File: src/rtl/mem_port_arbiter_if.sv
// Bus bundle for the fetch / data / memory sides of mem_port_arbiter.
// The slave modport is the arbiter's view; master is the environment's.
interface mem_port_arbiter_if #(
  parameter int DATA_WIDTH = 32,
  parameter int ADDR_WIDTH = 32
);
  localparam int BW = DATA_WIDTH / 8;

  logic                  if_req_i;
  logic [ADDR_WIDTH-1:0] if_addr_i;
  logic                  if_gnt_o;
  logic                  if_rvalid_o;
  logic [DATA_WIDTH-1:0] if_rdata_o;

  logic                  dm_req_i;
  logic                  dm_we_i;
  logic [BW-1:0]         dm_be_i;
  logic [ADDR_WIDTH-1:0] dm_addr_i;
  logic [DATA_WIDTH-1:0] dm_wdata_i;
  logic                  dm_gnt_o;
  logic                  dm_rvalid_o;
  logic [DATA_WIDTH-1:0] dm_rdata_o;

  logic                  mem_en_o;
  logic                  mem_we_o;
  logic [BW-1:0]         mem_be_o;
  logic [ADDR_WIDTH-1:0] mem_addr_o;
  logic [DATA_WIDTH-1:0] mem_wdata_o;
  logic [DATA_WIDTH-1:0] mem_rdata_i;

  logic                  busy_o;

  modport slave (
    input  if_req_i, if_addr_i,
    output if_gnt_o, if_rvalid_o, if_rdata_o,
    input  dm_req_i, dm_we_i, dm_be_i,
    input  dm_addr_i, dm_wdata_i,
    output dm_gnt_o, dm_rvalid_o, dm_rdata_o,
    output mem_en_o, mem_we_o, mem_be_o,
    output mem_addr_o, mem_wdata_o,
    input  mem_rdata_i,
    output busy_o
  );

  modport master (
    output if_req_i, if_addr_i,
    input  if_gnt_o, if_rvalid_o, if_rdata_o,
    output dm_req_i, dm_we_i, dm_be_i,
    output dm_addr_i, dm_wdata_i,
    input  dm_gnt_o, dm_rvalid_o, dm_rdata_o,
    input  mem_en_o, mem_we_o, mem_be_o,
    input  mem_addr_o, mem_wdata_o,
    output mem_rdata_i,
    input  busy_o
  );
endinterface

File: src/rtl/mem_port_arbiter.sv
// Shares one fixed-latency single-port memory between fetch and data.
// Data has priority; a starvation counter forces fetch through.
module mem_port_arbiter #(
  parameter int DATA_WIDTH   = 32,
  parameter int ADDR_WIDTH   = 32,
  parameter int MEM_LATENCY  = 1,
  parameter int STARVE_LIMIT = 4
) (
  input logic              clk,
  input logic              rst,
  mem_port_arbiter_if.slave bus
);

  localparam int BW = DATA_WIDTH / 8;
  localparam int SW = $clog2(STARVE_LIMIT + 1);

  typedef enum logic {
    IDLE,
    WAIT
  } state_t;

  typedef enum logic [1:0] {
    OWN_NONE,
    OWN_IF,
    OWN_DM
  } owner_t;

  state_t        state_q, state_d;
  owner_t        owner_q, owner_d;
  logic [3:0]    lat_q, lat_d;
  logic [SW-1:0] starve_q, starve_d;
  logic          wr_q, wr_d;

  logic resp;
  logic slot;
  logic starved;
  logic gnt_if;
  logic gnt_dm;

  assign resp    = rst && state_q == WAIT
                && lat_q == 4'd0;
  assign slot    = rst && (state_q == IDLE
                || lat_q == 4'd0);
  assign starved = starve_q == SW'(STARVE_LIMIT);

  // Fetch only beats a pending data request once starved.
  assign gnt_if = slot && bus.if_req_i
               && (!bus.dm_req_i || starved);
  assign gnt_dm = slot && bus.dm_req_i
               && !gnt_if;

  always_comb begin
    state_d  = state_q;
    owner_d  = owner_q;
    lat_d    = lat_q;
    starve_d = starve_q;
    wr_d     = wr_q;
    if (resp) begin
      state_d = IDLE;
      owner_d = OWN_NONE;
      wr_d    = 1'b0;
    end else if (state_q == WAIT) begin
      lat_d = lat_q - 4'd1;
    end
    unique case (1'b1)
      gnt_if: begin
        state_d  = WAIT;
        owner_d  = OWN_IF;
        lat_d    = 4'(MEM_LATENCY - 1);
        wr_d     = 1'b0;
        starve_d = '0;
      end
      gnt_dm: begin
        state_d = WAIT;
        owner_d = OWN_DM;
        lat_d   = 4'(MEM_LATENCY - 1);
        wr_d    = bus.dm_we_i;
        if (!bus.if_req_i)
          starve_d = '0;
        else if (!starved)
          starve_d = starve_q + 1'b1;
      end
      default: ;
    endcase
  end

  always_ff @(posedge clk) begin
    if (!rst) begin
      state_q  <= IDLE;
      owner_q  <= OWN_NONE;
      lat_q    <= 4'd0;
      starve_q <= '0;
      wr_q     <= 1'b0;
    end else begin
      state_q  <= state_d;
      owner_q  <= owner_d;
      lat_q    <= lat_d;
      starve_q <= starve_d;
      wr_q     <= wr_d;
    end
  end

  assign bus.if_gnt_o = gnt_if;
  assign bus.dm_gnt_o = gnt_dm;
  assign bus.mem_en_o = gnt_if | gnt_dm;
  assign bus.mem_we_o = gnt_dm & bus.dm_we_i;

  assign bus.mem_be_o =
    gnt_dm ? bus.dm_be_i : {BW{gnt_if}};

  assign bus.mem_addr_o =
    gnt_dm ? bus.dm_addr_i :
    gnt_if ? bus.if_addr_i : '0;

  assign bus.mem_wdata_o =
    gnt_dm ? bus.dm_wdata_i : '0;

  assign bus.if_rvalid_o =
    resp && owner_q == OWN_IF;
  assign bus.dm_rvalid_o =
    resp && owner_q == OWN_DM;

  assign bus.if_rdata_o =
    bus.if_rvalid_o ? bus.mem_rdata_i : '0;

  // Write completions carry no data.
  assign bus.dm_rdata_o =
    (bus.dm_rvalid_o && !wr_q)
      ? bus.mem_rdata_i : '0;

  assign bus.busy_o = rst && state_q == WAIT;

endmodule

File: src/flat_wrapper.sv
// flat-port wrapper written by rule: the top's interface ports become plain ports
module mem_port_arbiter_flat 
#(
  parameter int DATA_WIDTH   = 32,
  parameter int ADDR_WIDTH   = 32,
  parameter int MEM_LATENCY  = 1,
  parameter int STARVE_LIMIT = 4
)
  (clk, rst, bus_if_req_i, bus_if_addr_i, bus_if_gnt_o, bus_if_rvalid_o, bus_if_rdata_o, bus_dm_req_i, bus_dm_we_i, bus_dm_be_i, bus_dm_addr_i, bus_dm_wdata_i, bus_dm_gnt_o, bus_dm_rvalid_o, bus_dm_rdata_o, bus_mem_en_o, bus_mem_we_o, bus_mem_be_o, bus_mem_addr_o, bus_mem_wdata_o, bus_mem_rdata_i, bus_busy_o);
  mem_port_arbiter_if #(.DATA_WIDTH(DATA_WIDTH), .ADDR_WIDTH(ADDR_WIDTH)) bus_i ();
  input logic clk;
  input logic rst;
  input wire logic [$bits(bus_i.if_req_i)-1:0] bus_if_req_i;
  input wire logic [$bits(bus_i.if_addr_i)-1:0] bus_if_addr_i;
  output wire logic [$bits(bus_i.if_gnt_o)-1:0] bus_if_gnt_o;
  output wire logic [$bits(bus_i.if_rvalid_o)-1:0] bus_if_rvalid_o;
  output wire logic [$bits(bus_i.if_rdata_o)-1:0] bus_if_rdata_o;
  input wire logic [$bits(bus_i.dm_req_i)-1:0] bus_dm_req_i;
  input wire logic [$bits(bus_i.dm_we_i)-1:0] bus_dm_we_i;
  input wire logic [$bits(bus_i.dm_be_i)-1:0] bus_dm_be_i;
  input wire logic [$bits(bus_i.dm_addr_i)-1:0] bus_dm_addr_i;
  input wire logic [$bits(bus_i.dm_wdata_i)-1:0] bus_dm_wdata_i;
  output wire logic [$bits(bus_i.dm_gnt_o)-1:0] bus_dm_gnt_o;
  output wire logic [$bits(bus_i.dm_rvalid_o)-1:0] bus_dm_rvalid_o;
  output wire logic [$bits(bus_i.dm_rdata_o)-1:0] bus_dm_rdata_o;
  output wire logic [$bits(bus_i.mem_en_o)-1:0] bus_mem_en_o;
  output wire logic [$bits(bus_i.mem_we_o)-1:0] bus_mem_we_o;
  output wire logic [$bits(bus_i.mem_be_o)-1:0] bus_mem_be_o;
  output wire logic [$bits(bus_i.mem_addr_o)-1:0] bus_mem_addr_o;
  output wire logic [$bits(bus_i.mem_wdata_o)-1:0] bus_mem_wdata_o;
  input wire logic [$bits(bus_i.mem_rdata_i)-1:0] bus_mem_rdata_i;
  output wire logic [$bits(bus_i.busy_o)-1:0] bus_busy_o;
  assign bus_i.if_req_i = bus_if_req_i;
  assign bus_i.if_addr_i = bus_if_addr_i;
  assign bus_if_gnt_o = bus_i.if_gnt_o;
  assign bus_if_rvalid_o = bus_i.if_rvalid_o;
  assign bus_if_rdata_o = bus_i.if_rdata_o;
  assign bus_i.dm_req_i = bus_dm_req_i;
  assign bus_i.dm_we_i = bus_dm_we_i;
  assign bus_i.dm_be_i = bus_dm_be_i;
  assign bus_i.dm_addr_i = bus_dm_addr_i;
  assign bus_i.dm_wdata_i = bus_dm_wdata_i;
  assign bus_dm_gnt_o = bus_i.dm_gnt_o;
  assign bus_dm_rvalid_o = bus_i.dm_rvalid_o;
  assign bus_dm_rdata_o = bus_i.dm_rdata_o;
  assign bus_mem_en_o = bus_i.mem_en_o;
  assign bus_mem_we_o = bus_i.mem_we_o;
  assign bus_mem_be_o = bus_i.mem_be_o;
  assign bus_mem_addr_o = bus_i.mem_addr_o;
  assign bus_mem_wdata_o = bus_i.mem_wdata_o;
  assign bus_i.mem_rdata_i = bus_mem_rdata_i;
  assign bus_busy_o = bus_i.busy_o;
  mem_port_arbiter #(.DATA_WIDTH(DATA_WIDTH), .ADDR_WIDTH(ADDR_WIDTH), .MEM_LATENCY(MEM_LATENCY), .STARVE_LIMIT(STARVE_LIMIT)) u_core (.clk(clk), .rst(rst), .bus(bus_i));
endmodule
File: config.mk
export PLATFORM = sky130hd
export DESIGN_NAME = mem_port_arbiter_flat
export DESIGN_NICKNAME = d
export VERILOG_FILES = /design/src/rtl/mem_port_arbiter_if.sv /design/src/rtl/mem_port_arbiter.sv /design/src/flat_wrapper.sv
export SDC_FILE = /design/constraint.sdc
export NUM_CORES = 1
export LEC_CHECK = 0
export ABC_CLOCK_PERIOD_IN_PS = 2000
export CAP_MARGIN = 30
export CORE_AREA = 4 4 105 107
export DETAILED_ROUTE_END_ITERATION = 10
export DIE_AREA = 0 0 109 111
export PLACE_DENSITY = 0.68
export SYNTH_ARGS = -nofsm -noshare
export SYNTH_HDL_FRONTEND = slang
export SYNTH_SLANG_ARGS = --single-unit
File: constraint.sdc
create_clock -name clk -period 2 [get_ports clk]
set_input_delay 0.2 -clock clk [delete_from_list [all_inputs] [get_ports clk]]
set_output_delay 0.2 -clock clk [all_outputs]
set_load 0.03 [all_outputs]
==> flow_summary.json <==
{
  "chipHeight_um": 111,
  "routedWlPerCell_um": 18.0,
  "core_area_um2": 10100,
  "io_buffer_count": 275,
  "detail_route.wirelength_mm": 12.0,
  "place.detailed.hpwl_mm": 8.97,
  "worst_slew_pin_slew_ns": 0.368,
  "yosys_warnings": 0,
  "critPathArrivalTime_ns": 2.20,
  "detailroute.via_count": 2893,
  "yosys_register_bits": 11,
  "finish.net_count": 671,
  "finalHoldViolCount": 0,
  "io_pins": 276,
  "postCtsHoldBufs": 0,
  "postSynthCellCount": 229,
  "floorplan.initialDensity_pct": 16.3,
  "worst_slew_margin_rel_pct": 74.8,
  "final_layout_size_suffix_gt1_share_pct": 61.3,
  "grtUsageTotal_pct": 15.8,
  "die_area_um2": 12100,
  "synth_nets": 369,
  "critical_path.endpoint": "bus_mem_addr_o[27]",
  "cts_htree_levels": 1,
  "tritoncts": "built",
  "leading_cell_types_in_the_layout_fill_and_taps_excluded": "clkdlybuf4s50_1, buf_4, buf_6",
  "power.ir.vdd_worst_uv": 191,
  "ff_to_ff_start": "u_core.lat_q[0]",
  "drt-initial-drc-count": 120,
  "final_period_minus_worst_setup_slack_ns": 2.40,
  "drv.max_cap_violation_count": 0,
  "synth_cell_area_um2": 1660,
  "cp-end-kind": "primary output",
  "final_util_pct": 55.2,
  "timing.final.setup_violations": 137,
  "crit_path_start": "u_core.lat_q[0]",
  "commonest_non_fill_non_tap_cell_in_the_layout": "clkdlybuf4s50_1",
  "antenna_found_initial": 1,
  "holdCritPathClass": "register to register",
  "hold_ws_ns": 0.487,
  "final_critical_path_setup_slack_ns": -0.396,
  "cp_required_ns": 1.80,
  "setup_slack_after_placement_ns": -0.310,
  "post_route_clock_skew_ns": 0.000320,
  "worst_setup_hold_path_clk_slew_ns": 0.05,
  "ys_seq_area_share_pct": 13.3,
  "gp_routability_congestion": 0.851,
  "drt.antenna.violating_nets": 0,
  "grt_pass1_wl_mm": 15.3,
  "multi_input_area_um2": 1790,
  "numClockSinks": 11,
  "clock_buffers_created_by_tritoncts": 3,
  "rr_worst_depth": 8,
  "cellPowerDensity_nw_per_um2": 274,
  "rsz_0062_raised_after_global_routing": "true",
  "die-width_um": 109,
  "grt_pass1_vias": 2938,
  "timing.critical_path.fanout_max": 17,
  "grt_start_max_net_pins": 38,
  "status": "finished with violations",
  "grt_total_ovfl": 0,
  "mean_cell_area_of_the_mapped_netlist_um2": 7.23,
  "violations_in_the_final_reports": "negative setup slack",
  "regArea_um2": 223,
  "regToRegSetupSlack_ns": 0.05,
  "drtPass1Iterations": 4,
  "fillerInstances": 892,
  "min_period_over_period_pct": 120,
  "clk-insertion-delay-late_ns": 0.24,
  "crit-reg2reg-capture": "u_core.starve_q[0]",
  "max_freq_ghz": 0.417,
  "leakage_power_nw": 2.60,
  "viasPerCell": 4.34,
  "critical_path_start_type": "register",
  "count_of_cell_types_in_the_netlist": 35,
  "area_growth_pct": 238,
  "path_class": "register to primary output",
  "buffer_levels_on_the_longest_clock_path": 2,
  "drc_errors": 0,
  "cts_root_buffer": "clkbuf_8",
  "row_count": 37,
  "final_max_tran_viols": 0,
  "power_mw": 1.53
}
metal layers:
metal	vias up	global-route usage [%]	share of wire, %
li1	1396	-	-
met1	1304	15.4	31
met4	0	3.11	1.7
met2	181	31.2	55
met5	-	0	0
met3	12	5.59	12
critical path, cell delays in order, from the launching register on:
cell and delay [ns]:
dfxtp_2 0.32, inv_2 0.07, ha_4 0.13, or3b_4 0.41, a2111oi_4 0.37, buf_6 0.19, buf_12 0.15, a22o_2 0.19
buf_12 0.12
registers in the layout, indices dropped and copies added, names as in the netlist:
register         cells
u_core.lat_q         4
u_core.starve_q      3
u_core.owner_q       2
u_core.state_q       1
u_core.wr_q          1
through the flow:
stage / TNS (ns) / std cells / instance area (um2)
after floorplan: -10.58 / 229 / 2150
after global placement: -24.01 / 644 / 4950
after detailed placement: -29.76 / 644 / 4950
after CTS: -52.55 / 652 / 5190
after global routing: -57.57 / 667 / 5600
final: -46.50 / 667 / 5600
area by class of cell:
type                    instances  share of cell area (%)
repair buffers                319                    59.5
multi-input cells             187                    32.0
flip-flops and latches         11                    3.98
well taps                     136                    3.04
clock buffers                   4                   0.804
inverters                       9                   0.603
diodes                          1                  0.0447
Yosys cell counts:
master,instances,area share (%)
nor4_2,1,0.76
o21bai_1,2,0.91
inv_1,9,2.0
a2111oi_4,1,1.7
nor4_4,1,1.3
o31a_1,1,0.53
nor3b_1,1,0.45
a2111oi_0,1,0.53
a22o_1,32,17
nor4_1,1,0.38
and2_1,98,37
nand2b_1,1,0.38
nor4bb_1,1,0.60
a211oi_1,2,0.91
o21ai_0,2,0.60
a221oi_1,1,0.53
dfxtp_1,11,13
nor2b_1,2,0.76
nand2_1,10,2.3
a21o_1,4,1.8
nand4b_1,1,0.53
nor3_1,3,0.91
clkbuf_1,14,3.2
o2bb2ai_1,3,1.6
a211o_1,1,0.53
nand3_1,2,0.60
ha_1,3,2.3
nor2_1,2,0.45
a21oi_1,5,1.5
buf_2,8,2.4
or3b_1,1,0.53
o211ai_1,1,0.45
a32o_1,1,0.60
and3_1,1,0.38
o21a_1,1,0.45
cell families (layout without fill, tap and decap cells):
logic type               count (synthesis)  in the layout  synth area share [%]
AO/OA/AOI/OAI                           58             58                  29.5
adder cells (fa/ha/maj)                  3              3                  2.27
buffers and inverters                   31            332                  7.63
flip-flops                              11             11                  13.3
other                                    0              1                     0
AND/OR/NAND/NOR                        126            126                  47.3
what timing repair did:
| action | CTS | global route |
|---|---|---|
| pin swaps | 1 | 17 |
| gates resized for setup | 39 | 57 |
| setup buffers | 2 | 6 |
| setup endpoints to repair | 138 | 138 |
| gates cloned | 2 | 8 |
power breakdown:
group	leakage (nW)	switching, mW	internal [mW]
Combinational	2.48	0.451	0.620
Clock	0.0228	0.0877	0.140
Sequential	0.0908	0.00774	0.226
Total	2.60	0.546	0.987
worst min-delay path by stage:
stage                   endpoint         startpoint  depth (start not counted)
2_1_floorplan        u_core.wr_q        bus_dm_we_i                          1
3_3_place_gp   u_core.owner_q[0]  u_core.owner_q[0]                          2
3_5_place_dp   u_core.owner_q[0]  u_core.owner_q[0]                          2
4_1_cts        u_core.owner_q[0]  u_core.owner_q[0]                          2
5_1_grt        u_core.owner_q[0]  u_core.owner_q[0]                          2
6_report       u_core.owner_q[0]  u_core.owner_q[0]                          2
Power figures use the tool's default switching activity.
